--- src/rtl/inst_queue_reg_pkg.sv ---
// Shared definitions for the instruction queue / instruction register slice.
// Holds the default widths, the MIPS field bit positions, the NOP encoding
// and a helper that splits a 32-bit instruction word into its fields.
package inst_queue_reg_pkg;

  localparam int DEF_INST_W = 32;
  localparam int DEF_PC_W   = 32;
  localparam int DEF_DEPTH  = 4;

  localparam int OP_HI  = 31;
  localparam int OP_LO  = 26;
  localparam int RS_HI  = 25;
  localparam int RS_LO  = 21;
  localparam int RT_HI  = 20;
  localparam int RT_LO  = 16;
  localparam int RD_HI  = 15;
  localparam int RD_LO  = 11;
  localparam int SH_HI  = 10;
  localparam int SH_LO  = 6;
  localparam int FN_HI  = 5;
  localparam int FN_LO  = 0;
  localparam int IMM_HI = 15;
  localparam int IMM_LO = 0;
  localparam int JA_HI  = 25;
  localparam int JA_LO  = 0;

  // All-zero word decodes as sll $0,$0,0.
  localparam logic [31:0] INST_NOP = 32'h0;

  typedef struct packed {
    logic [5:0]  opcode;
    logic [4:0]  rs;
    logic [4:0]  rt;
    logic [4:0]  rd;
    logic [4:0]  shamt;
    logic [5:0]  funct;
    logic [15:0] imm16;
    logic [25:0] jaddr;
  } fields_t;

  function automatic fields_t decode_fields(input logic [31:0] inst);
    fields_t f;
    f.opcode = inst[OP_HI:OP_LO];
    f.rs     = inst[RS_HI:RS_LO];
    f.rt     = inst[RT_HI:RT_LO];
    f.rd     = inst[RD_HI:RD_LO];
    f.shamt  = inst[SH_HI:SH_LO];
    f.funct  = inst[FN_HI:FN_LO];
    f.imm16  = inst[IMM_HI:IMM_LO];
    f.jaddr  = inst[JA_HI:JA_LO];
    return f;
  endfunction

endpackage

--- src/rtl/inst_queue_reg_if.sv ---
// Fetch-side valid/ready bus carrying an instruction word and its PC.
//   master : fetch unit (drives in_valid, in_inst, in_pc; sees in_ready)
//   slave  : instruction queue (sees the offer; drives in_ready)
interface inst_queue_reg_if
  import inst_queue_reg_pkg::*;
#(
  parameter int INST_W = DEF_INST_W,
  parameter int PC_W   = DEF_PC_W
);
  logic              in_valid;
  logic              in_ready;
  logic [INST_W-1:0] in_inst;
  logic [PC_W-1:0]   in_pc;

  modport master (output in_valid, output in_inst, output in_pc, input in_ready);
  modport slave  (input in_valid, input in_inst, input in_pc, output in_ready);
endinterface

--- src/rtl/inst_queue_reg_fifo.sv ---
// inst_fifo: DEPTH x W synchronous FIFO with a combinational head read.
// Ports:
//   clk, reset        clock, asynchronous active-high reset (pointers/count)
//   push, wdata       write request and data (ignored when full or flushing)
//   pop               advance head (ignored when empty or flushing)
//   flush             clear pointers and count
//   rdata             current head entry
//   count/full/empty  occupancy status
module inst_fifo
  import inst_queue_reg_pkg::*;
#(
  parameter int W     = DEF_INST_W + DEF_PC_W,
  parameter int DEPTH = DEF_DEPTH,
  localparam int CW   = $clog2(DEPTH + 1),
  localparam int AW   = $clog2(DEPTH)
) (
  input  logic          clk,
  input  logic          reset,
  input  logic          push,
  input  logic          pop,
  input  logic          flush,
  input  logic [W-1:0]  wdata,
  output logic [W-1:0]  rdata,
  output logic [CW-1:0] count,
  output logic          full,
  output logic          empty
);

  localparam logic [CW-1:0] DEPTH_C = CW'(DEPTH);

  logic [W-1:0]  mem [DEPTH];
  logic [AW-1:0] wr_ptr;
  logic [AW-1:0] rd_ptr;
  logic          push_ok;
  logic          pop_ok;

  assign full    = (count == DEPTH_C);
  assign empty   = (count == '0);
  assign push_ok = push && !full && !flush;
  assign pop_ok  = pop && !empty && !flush;
  assign rdata   = mem[rd_ptr];

  // Storage carries no reset; only occupancy state does.
  always_ff @(posedge clk) begin
    if (push_ok) mem[wr_ptr] <= wdata;
  end

  // DEPTH is a power of two, so pointer increment wraps on its own.
  always_ff @(posedge clk or posedge reset) begin
    if (reset) begin
      wr_ptr <= '0;
      rd_ptr <= '0;
      count  <= '0;
    end else if (flush) begin
      wr_ptr <= '0;
      rd_ptr <= '0;
      count  <= '0;
    end else begin
      if (push_ok) wr_ptr <= wr_ptr + AW'(1);
      if (pop_ok)  rd_ptr <= rd_ptr + AW'(1);
      case ({push_ok, pop_ok})
        2'b10:   count <= count + CW'(1);
        2'b01:   count <= count - CW'(1);
        default: count <= count;
      endcase
    end
  end

endmodule

--- src/rtl/inst_queue_reg.sv ---
// inst_queue_reg: prefetch queue in front of the instruction register.
// Fetched {inst, pc} pairs are buffered in inst_fifo; ir_write moves the head
// into the IR, whose decoded MIPS fields stay stable until the next load.
// Ports:
//   clk, reset      clock, asynchronous active-high reset
//   fetch           valid/ready fetch bus (in_valid, in_ready, in_inst, in_pc)
//   ir_write        load head entry into the IR (bubble if queue empty)
//   flush           drop queue and invalidate IR; beats push and load
//   ir_valid/ir_inst/ir_pc  IR state
//   opcode..jaddr   field slices of ir_inst
//   count/empty/full        queue occupancy
module inst_queue_reg
  import inst_queue_reg_pkg::*;
#(
  parameter int INST_W = DEF_INST_W,
  parameter int PC_W   = DEF_PC_W,
  parameter int DEPTH  = DEF_DEPTH
) (
  input  logic                         clk,
  input  logic                         reset,
  inst_queue_reg_if.slave              fetch,
  input  logic                         ir_write,
  input  logic                         flush,
  output logic                         ir_valid,
  output logic [INST_W-1:0]            ir_inst,
  output logic [PC_W-1:0]              ir_pc,
  output logic [5:0]                   opcode,
  output logic [4:0]                   rs,
  output logic [4:0]                   rt,
  output logic [4:0]                   rd,
  output logic [4:0]                   shamt,
  output logic [5:0]                   funct,
  output logic [15:0]                  imm16,
  output logic [25:0]                  jaddr,
  output logic [$clog2(DEPTH+1)-1:0]   count,
  output logic                         empty,
  output logic                         full
);

  logic [INST_W+PC_W-1:0] head;
  logic                   load;
  fields_t                fields;

  // Ready comes from occupancy alone, so ir_write never reaches in_ready.
  assign fetch.in_ready = !full;
  assign load           = ir_write && !empty && !flush;

  inst_fifo #(
    .W     (INST_W + PC_W),
    .DEPTH (DEPTH)
  ) u_fifo (
    .clk   (clk),
    .reset (reset),
    .push  (fetch.in_valid),
    .pop   (ir_write),
    .flush (flush),
    .wdata ({fetch.in_inst, fetch.in_pc}),
    .rdata (head),
    .count (count),
    .full  (full),
    .empty (empty)
  );

  // IR stage: flush clears to NOP; ir_write on an empty queue is a bubble
  // that keeps the old contents but marks them stale.
  always_ff @(posedge clk or posedge reset) begin
    if (reset) begin
      ir_valid <= 1'b0;
      ir_inst  <= INST_W'(INST_NOP);
      ir_pc    <= '0;
    end else if (flush) begin
      ir_valid <= 1'b0;
      ir_inst  <= INST_W'(INST_NOP);
      ir_pc    <= '0;
    end else if (load) begin
      ir_valid <= 1'b1;
      ir_inst  <= head[INST_W+PC_W-1:PC_W];
      ir_pc    <= head[PC_W-1:0];
    end else if (ir_write) begin
      ir_valid <= 1'b0;
    end
  end

  assign fields = decode_fields(ir_inst);
  assign opcode = fields.opcode;
  assign rs     = fields.rs;
  assign rt     = fields.rt;
  assign rd     = fields.rd;
  assign shamt  = fields.shamt;
  assign funct  = fields.funct;
  assign imm16  = fields.imm16;
  assign jaddr  = fields.jaddr;

endmodule

--- src/flat_wrapper.sv ---
// flat-port wrapper written by rule: the top's interface ports become plain ports
module inst_queue_reg_flat import inst_queue_reg_pkg::*;
#(
  parameter int INST_W = DEF_INST_W,
  parameter int PC_W   = DEF_PC_W,
  parameter int DEPTH  = DEF_DEPTH
)
  (clk, reset, ir_write, flush, ir_valid, ir_inst, ir_pc, opcode, rs, rt, rd, shamt, funct, imm16, jaddr, count, empty, full, fetch_in_valid, fetch_in_inst, fetch_in_pc, fetch_in_ready);
  inst_queue_reg_if #(.INST_W(INST_W), .PC_W(PC_W)) fetch_i ();
  input  logic clk;
  input  logic reset;
  input  logic ir_write;
  input  logic flush;
  output logic ir_valid;
  output logic [INST_W-1:0] ir_inst;
  output logic [PC_W-1:0] ir_pc;
  output logic [5:0] opcode;
  output logic [4:0] rs;
  output logic [4:0] rt;
  output logic [4:0] rd;
  output logic [4:0] shamt;
  output logic [5:0] funct;
  output logic [15:0] imm16;
  output logic [25:0] jaddr;
  output logic [$clog2(DEPTH+1)-1:0] count;
  output logic empty;
  output logic full;
  input wire logic [$bits(fetch_i.in_valid)-1:0] fetch_in_valid;
  input wire logic [$bits(fetch_i.in_inst)-1:0] fetch_in_inst;
  input wire logic [$bits(fetch_i.in_pc)-1:0] fetch_in_pc;
  output wire logic [$bits(fetch_i.in_ready)-1:0] fetch_in_ready;
  assign fetch_i.in_valid = fetch_in_valid;
  assign fetch_i.in_inst = fetch_in_inst;
  assign fetch_i.in_pc = fetch_in_pc;
  assign fetch_in_ready = fetch_i.in_ready;
  inst_queue_reg #(.INST_W(INST_W), .PC_W(PC_W), .DEPTH(DEPTH)) u_core (.clk(clk), .reset(reset), .fetch(fetch_i), .ir_write(ir_write), .flush(flush), .ir_valid(ir_valid), .ir_inst(ir_inst), .ir_pc(ir_pc), .opcode(opcode), .rs(rs), .rt(rt), .rd(rd), .shamt(shamt), .funct(funct), .imm16(imm16), .jaddr(jaddr), .count(count), .empty(empty), .full(full));
endmodule
--- config.mk ---
export PLATFORM = sky130hd
export DESIGN_NAME = inst_queue_reg_flat
export DESIGN_NICKNAME = d
export VERILOG_FILES = /design/src/rtl/inst_queue_reg_pkg.sv /design/src/rtl/inst_queue_reg_if.sv /design/src/rtl/inst_queue_reg_fifo.sv /design/src/rtl/inst_queue_reg.sv /design/src/flat_wrapper.sv
export SDC_FILE = /design/constraint.sdc
export NUM_CORES = 1
export LEC_CHECK = 0
export ABC_AREA = 1
export CAP_MARGIN = 20
export CORE_MARGIN = 2
export CORE_UTILIZATION = 45
export CTS_BUF_LIST = sky130_fd_sc_hd__clkbuf_8 sky130_fd_sc_hd__clkbuf_16
export CTS_CLUSTER_DIAMETER = 40
export DETAILED_ROUTE_END_ITERATION = 12
export GPL_TIMING_DRIVEN = 0
export PLACE_DENSITY = 0.76
export SLEW_MARGIN = 20
export SYNTH_ARGS = -nofsm -noshare
export SYNTH_HDL_FRONTEND = slang
export SYNTH_SLANG_ARGS = --single-unit
--- constraint.sdc ---
create_clock -name clk -period 4.9 [get_ports clk]
set_input_delay 1.47 -clock clk [delete_from_list [all_inputs] [get_ports clk]]
set_output_delay 1.47 -clock clk [all_outputs]
set_load 0.03 [all_outputs]
---- Yosys cells after proc, flatten, opt, wreduce, memory -nomap -nowiden ----
Memories as Yosys holds them, arrays and structs flattened.
Index checks and enable logic that the tools add are counted.
operators by class
  equal/unequal tests ..................... 3
  multiplexer cells ....................... 15
  reductions and logical operators ........ 12
  $add $sub $neg .......................... 4
operators with widths
  kind                   number
  $mux W32               4
  $mux W2                4
  $pmux W3 S2            1
  $reduce_bool A3 Y1     2
  $mux W1                5
  $add A2 B1 Y2 const B  2
  $logic_and A1 B1 Y1    4
  $reduce_bool A2 Y1     2
  $add A3 B1 Y3 const B  1
  $eq A3 B3 Y1 const B   1
  $logic_not A1 Y1       3
  $logic_not A3 Y1       1
  $mux W3                1
  $sub A3 B1 Y3 const B  1
  $eq A2 B1 Y1 const B   1
  $eq A2 B2 Y1 const B   1
storage, ports and cells
  bits in registers ....................... 72
  output and inout port bits .............. 145
  logic and storage cells ................. 41
  memories kept ........................... 1
  input bits .............................. 69
  RAM bits ................................ 256
memories
  name               words  bits a word  read ports  clocked after memory_dff  write ports  RTL line                   source
  u_core.u_fifo.mem  4      64           1           0                         1            inst_queue_reg_fifo.sv:31  logic [W-1:0] mem [DEPTH];

---- Longest topological paths before layout ----
  word-level depth ........................ 7
  mapped depth ............................ 14
  mapped depth without buffers ............ 12

---- Hierarchy ----
From an unflattened synthesis, not the netlist that was laid out.
second synthesis, totals
  cell total of the unflattened synthesis .. 1060
  area total of the unflattened synthesis .. 13614.3 um2
modules (own cells, without submodules)
  module          area each (um2)  cells each  seq. area each (um2)  times used
  inst_fifo       9942.0           686         7862.5                1
  inst_queue_reg  3672.3           374         1626.6                1

---- Least setup slack after synthesis ----
Ideal clock, no wire load.
  path kind ............................... input to register
  from .................................... input fetch_in_valid
  to ...................................... memory u_core.u_fifo.mem[0][0] (netlist bit) (enable)
  data required time ...................... 4414 ps
  path buffers ............................ 0
  stages on the path ...................... 4
  arrival time ............................ 4508 ps
  library setup time ...................... 486 ps
  path slack .............................. -94 ps
  cells stage by stage .................... nand2_1 nor2_1 inv_1 nor2_1
between the ends
  cells in the longest elaborated chain, start to end .. 4
ends and longest elaborated chain
  what                              RTL line                   source
  from (decl)                       flat_wrapper.sv:28         input wire logic [$bits(fetch_i.in_valid)-1:0] fetch_in_valid;
  $logic_and A1 B1 Y1 (2 in a row)  inst_queue_reg_fifo.sv:39  assign push_ok = push && !full && !flush;
  $mux W1                           inst_queue_reg_fifo.sv:45  if (push_ok) mem[wr_ptr] <= wdata;
  $mux W1 (not written as such)     inst_queue_reg_fifo.sv:45
  to (decl)                         inst_queue_reg_fifo.sv:31
Every way passes these cells.

---- Final worst setup path ----
  from .................................... register u_core.u_fifo.count[1]
  to ...................................... output full
between the ends
  cells in the longest elaborated chain, start to end .. 1
ends and longest elaborated chain
  what                    RTL line                   source
  from (decl)             inst_queue_reg_fifo.sv:24  output logic [CW-1:0] count,
  from (signal assigned)  inst_queue_reg_fifo.sv:62  2'b10: count <= count + CW'(1);
  from (signal assigned)  inst_queue_reg_fifo.sv:63  2'b01: count <= count - CW'(1);
  from (signal assigned)  inst_queue_reg_fifo.sv:64  default: count <= count;
  $eq A3 B3 Y1            inst_queue_reg_fifo.sv:37  assign full = (count == DEPTH_C);
  to (decl)               flat_wrapper.sv:27         output logic full;
Every way passes these cells.

==> flow_metrics.tcl <==
set metrics [dict create \
    tightest_slew_ns 0.731 \
    dr.pass1.iters 7 \
    core_area_um2 28600 \
    top_layer "met5" \
    met2WireLength_um 15200 \
    antenna_found_initial 2 \
    wl_per_cell_um 18.4 \
    power_switching_mw 3.06 \
    clock_path_buffers 3 \
    r2r_end "u_core.u_fifo.mem[3][51]" \
    slew_headroom_pct 51.1 \
    cts_sinks 328 \
    drtIter0Drc 569 \
    worst_hold_startpoint "u_core.ir_pc[9]" \
    port_buffers 213 \
    cp_slowest_cell "clkdlybuf4s50_1" \
    intPower_mw 6.34 \
    rsz0062_at_grt "no" \
    grt_pass1_wl_um 46600 \
    timing.final.max_slew_violations 0 \
    ant_nets 0 \
    die_w_um 174 \
    ioPinCount 214 \
    post_cts_buffers 0 \
    cts_made_buffers 41 \
    drive_gt1_share_pct 15.7 \
    pwr-share-comb_pct 31.2 \
    finalNetCount 1312 \
    dp_cells 1579 \
    hold_violations 0 \
    seq_power_share_pct 36.7 \
    postLayoutCellArea_um2 17400 \
    path_class "reg2out" \
    placed_area_um2 16000 \
    die_area_um2 30400 \
    path_max_fanout 4 \
    fin_crit_ns 3.49 \
    peakVddDrop_v 0.000339 \
    place_hpwl_um 20200 \
    rr_startpoint "u_core.u_fifo.count[0]" \
    synth-seq-cells 328 \
    switching_share_pct 32.5 \
    stdcell_count 1656 \
    grt_pass1_vias 8585 \
    syn_nets 1043 \
    power_density_nw_per_um2 539 \
    clockRootBuffer "clkbuf_16" \
    fmax_ghz 0.286 \
    endpoint "full" \
    drc 0 \
    ys_seq_area_share_pct 72.7 \
    syn_area_per_cell_um2 13.5 \
    viasPerCell 5.13 \
    clk_pin_slew_worst_paths_ns 0.06 \
    critPathCaptureType "primary output" \
    finalSetupTns_ns 0 \
    fillers 2126 \
    synthesis.area_um2 13100 \
    start_kind "register" \
    wl_met1_um 12600 \
    rows 62 \
    cts_tree "yes" \
    yosysWarnings 0 \
    area_growth_pct 33.6 \
    start_util_pct 45.6 \
    clock_skew_ns 0.0143 \
    rrSetupSlack_ns 2.32 \
    leakage_nw 6.37 \
    die_h_um 174 \
    netlist_instances 969 \
    synth_cell_types 27 \
    cts.htree.levels 2 \
    worstHoldPathCells 2 \
    grt_max_degree 44 \
    p_clk_share_pct 32.1 \
    crit_start "u_core.u_fifo.count[1]" \
    maxCapViolations 0 \
    met3WireLength_um 1900 \
    cts_hold_buf 0 \
    slowest_delay_ns 0.66 \
    finalPower_mw 9.40 \
    gr-total-overflow 0 \
    place_congestion 0.750 \
    cts_resized 0 \
    worst-endpoint-arrival_ns 2.02 \
    r2r_cells 8 \
    via_count 8503 \
    worst_hold_slack_ns 0.521 \
    setup_viol 0 \
    clk_latency_ns 0.53 \
    hold_path_class "reg2reg" \
    status "finished, final reports clean" \
    path_cells "nor2_4 -> nand2_1 -> inv_1 -> clkdlybuf4s50_1" \
    gr-usage-all-layers_pct 19.9 \
    drt_wl_total_um 30400 \
    finalCritPeriodShare_pct 71.3 \
    cp.required_ns 3.43 \
]
-- through the flow --
step,setup WS (ns),util [%]
final,1.41,61.0
after global routing,1.25,61.0
after CTS,1.37,60.9
after detailed placement,1.04,56.0
after global placement,-2.84,54.8
after floorplan,-0.0940,-
-- layer usage --
metal  GRT usage, %  vias up
met5              0        -
met4           7.21        2
met3           4.11       57
met2           33.5      338
met1           25.5     4142
li1               -     3964
-- state kept, by name, indices dropped and copies added (netlist names) --
name and cells:
u_core.u_fifo.count 3, u_core.ir_inst 32, u_core.u_fifo.wr_ptr 2, u_core.ir_pc 32, u_core.u_fifo.rd_ptr 2, u_core.ir_valid 1
u_core.u_fifo.mem 256
-- power by group through the flow --
stage / clock (mW) / sequential [mW] / combinational, mW
2_1_floorplan: 0 / 3.79 / 1.48
3_3_place_gp: 0 / 3.52 / 2.85
3_5_place_dp: 0 / 3.51 / 2.95
4_1_cts: 3.06 / 3.45 / 2.96
5_1_grt: 3.19 / 3.48 / 3.13
6_report: 3.02 / 3.45 / 2.93
-- layout make-up --
| class | instances | area, um2 | area share [%] |
|---|---|---|---|
| flip-flops and latches | 328 | 9490 | 54.4 |
| repair buffers | 226 | 2460 | 14.1 |
| multi-input cells | 432 | 2410 | 13.8 |
| clock buffers | 43 | 1050 | 6.04 |
| plain buffers | 129 | 887 | 5.08 |
| well taps | 384 | 480 | 2.75 |
| clock inverters | 33 | 357 | 2.04 |
| inverters | 80 | 305 | 1.75 |
| diodes | 1 | 2.50 | 0.0143 |
-- cells by family after synthesis --
kind of cell	share of synthesized area (%)
simple gates	4.94
flops	72.7
fa+ha+maj	0.537
compound gates	12.7
xor+xnor	0.0671
buf+inv	9.11
-- cell usage after synthesis --
library cell / number / share of area, %
a21oi_1: 3 / 0.11
o22ai_1: 64 / 3.1
xnor2_1: 1 / 0.067
nand3_4: 1 / 0.13
a21boi_0: 1 / 0.058
fa_1: 1 / 0.15
inv_1: 76 / 2.2
nand2_2: 1 / 0.048
nand2_4: 1 / 0.086
nand2_1: 17 / 0.49
ha_1: 4 / 0.38
o21ai_0: 87 / 3.3
inv_2: 3 / 0.086
buf_6: 10 / 0.86
nor2_1: 133 / 3.8
o21ai_1: 46 / 1.8
nand3_1: 4 / 0.15
inv_4: 1 / 0.048
o21bai_1: 1 / 0.058
nor3_1: 1 / 0.038
clkbuf_1: 25 / 0.72
buf_4: 84 / 4.8
nor2_4: 2 / 0.17
buf_2: 10 / 0.38
edfxtp_1: 256 / 59
o2bb2ai_1: 64 / 4.3
dfrtp_1: 72 / 14
-- how the worst min path moves through the flow --
stage                                         end  slack, ns
after floorplan           u_core.u_fifo.wr_ptr[1]       0.58
after global placement            u_core.ir_pc[9]       0.51
after detailed placement          u_core.ir_pc[9]       0.52
after CTS                         u_core.ir_pc[9]       0.53
after global routing             u_core.ir_pc[15]       0.54
final                             u_core.ir_pc[9]       0.52
-- cells in the final DEF (no fill, tap or decap), drive strengths merged --
cell type      instances
a21boi                 1
a21oi                  3
buf                  117
bufinv                 5
clkbuf                68
clkdlybuf4s50        213
clkinv                14
clkinvlp               6
dfrtp                 72
diode                  1
edfxtp               256
fa                     1
ha                     4
inv                   88
nand2                 19
nand3                  5
nor2                 135
nor3                   1
o21ai                133
o21bai                 1
o22ai                 64
o2bb2ai               64
xnor2                  1
-- worst max-delay path, delay by kind of cell (launching register included) --
family | cells | cell delay, ns
flops | 1 | 0.45
buf+inv | 2 | 0.74
simple gates | 2 | 0.30
No activity file was read; power rests on OpenSTA's default activity.
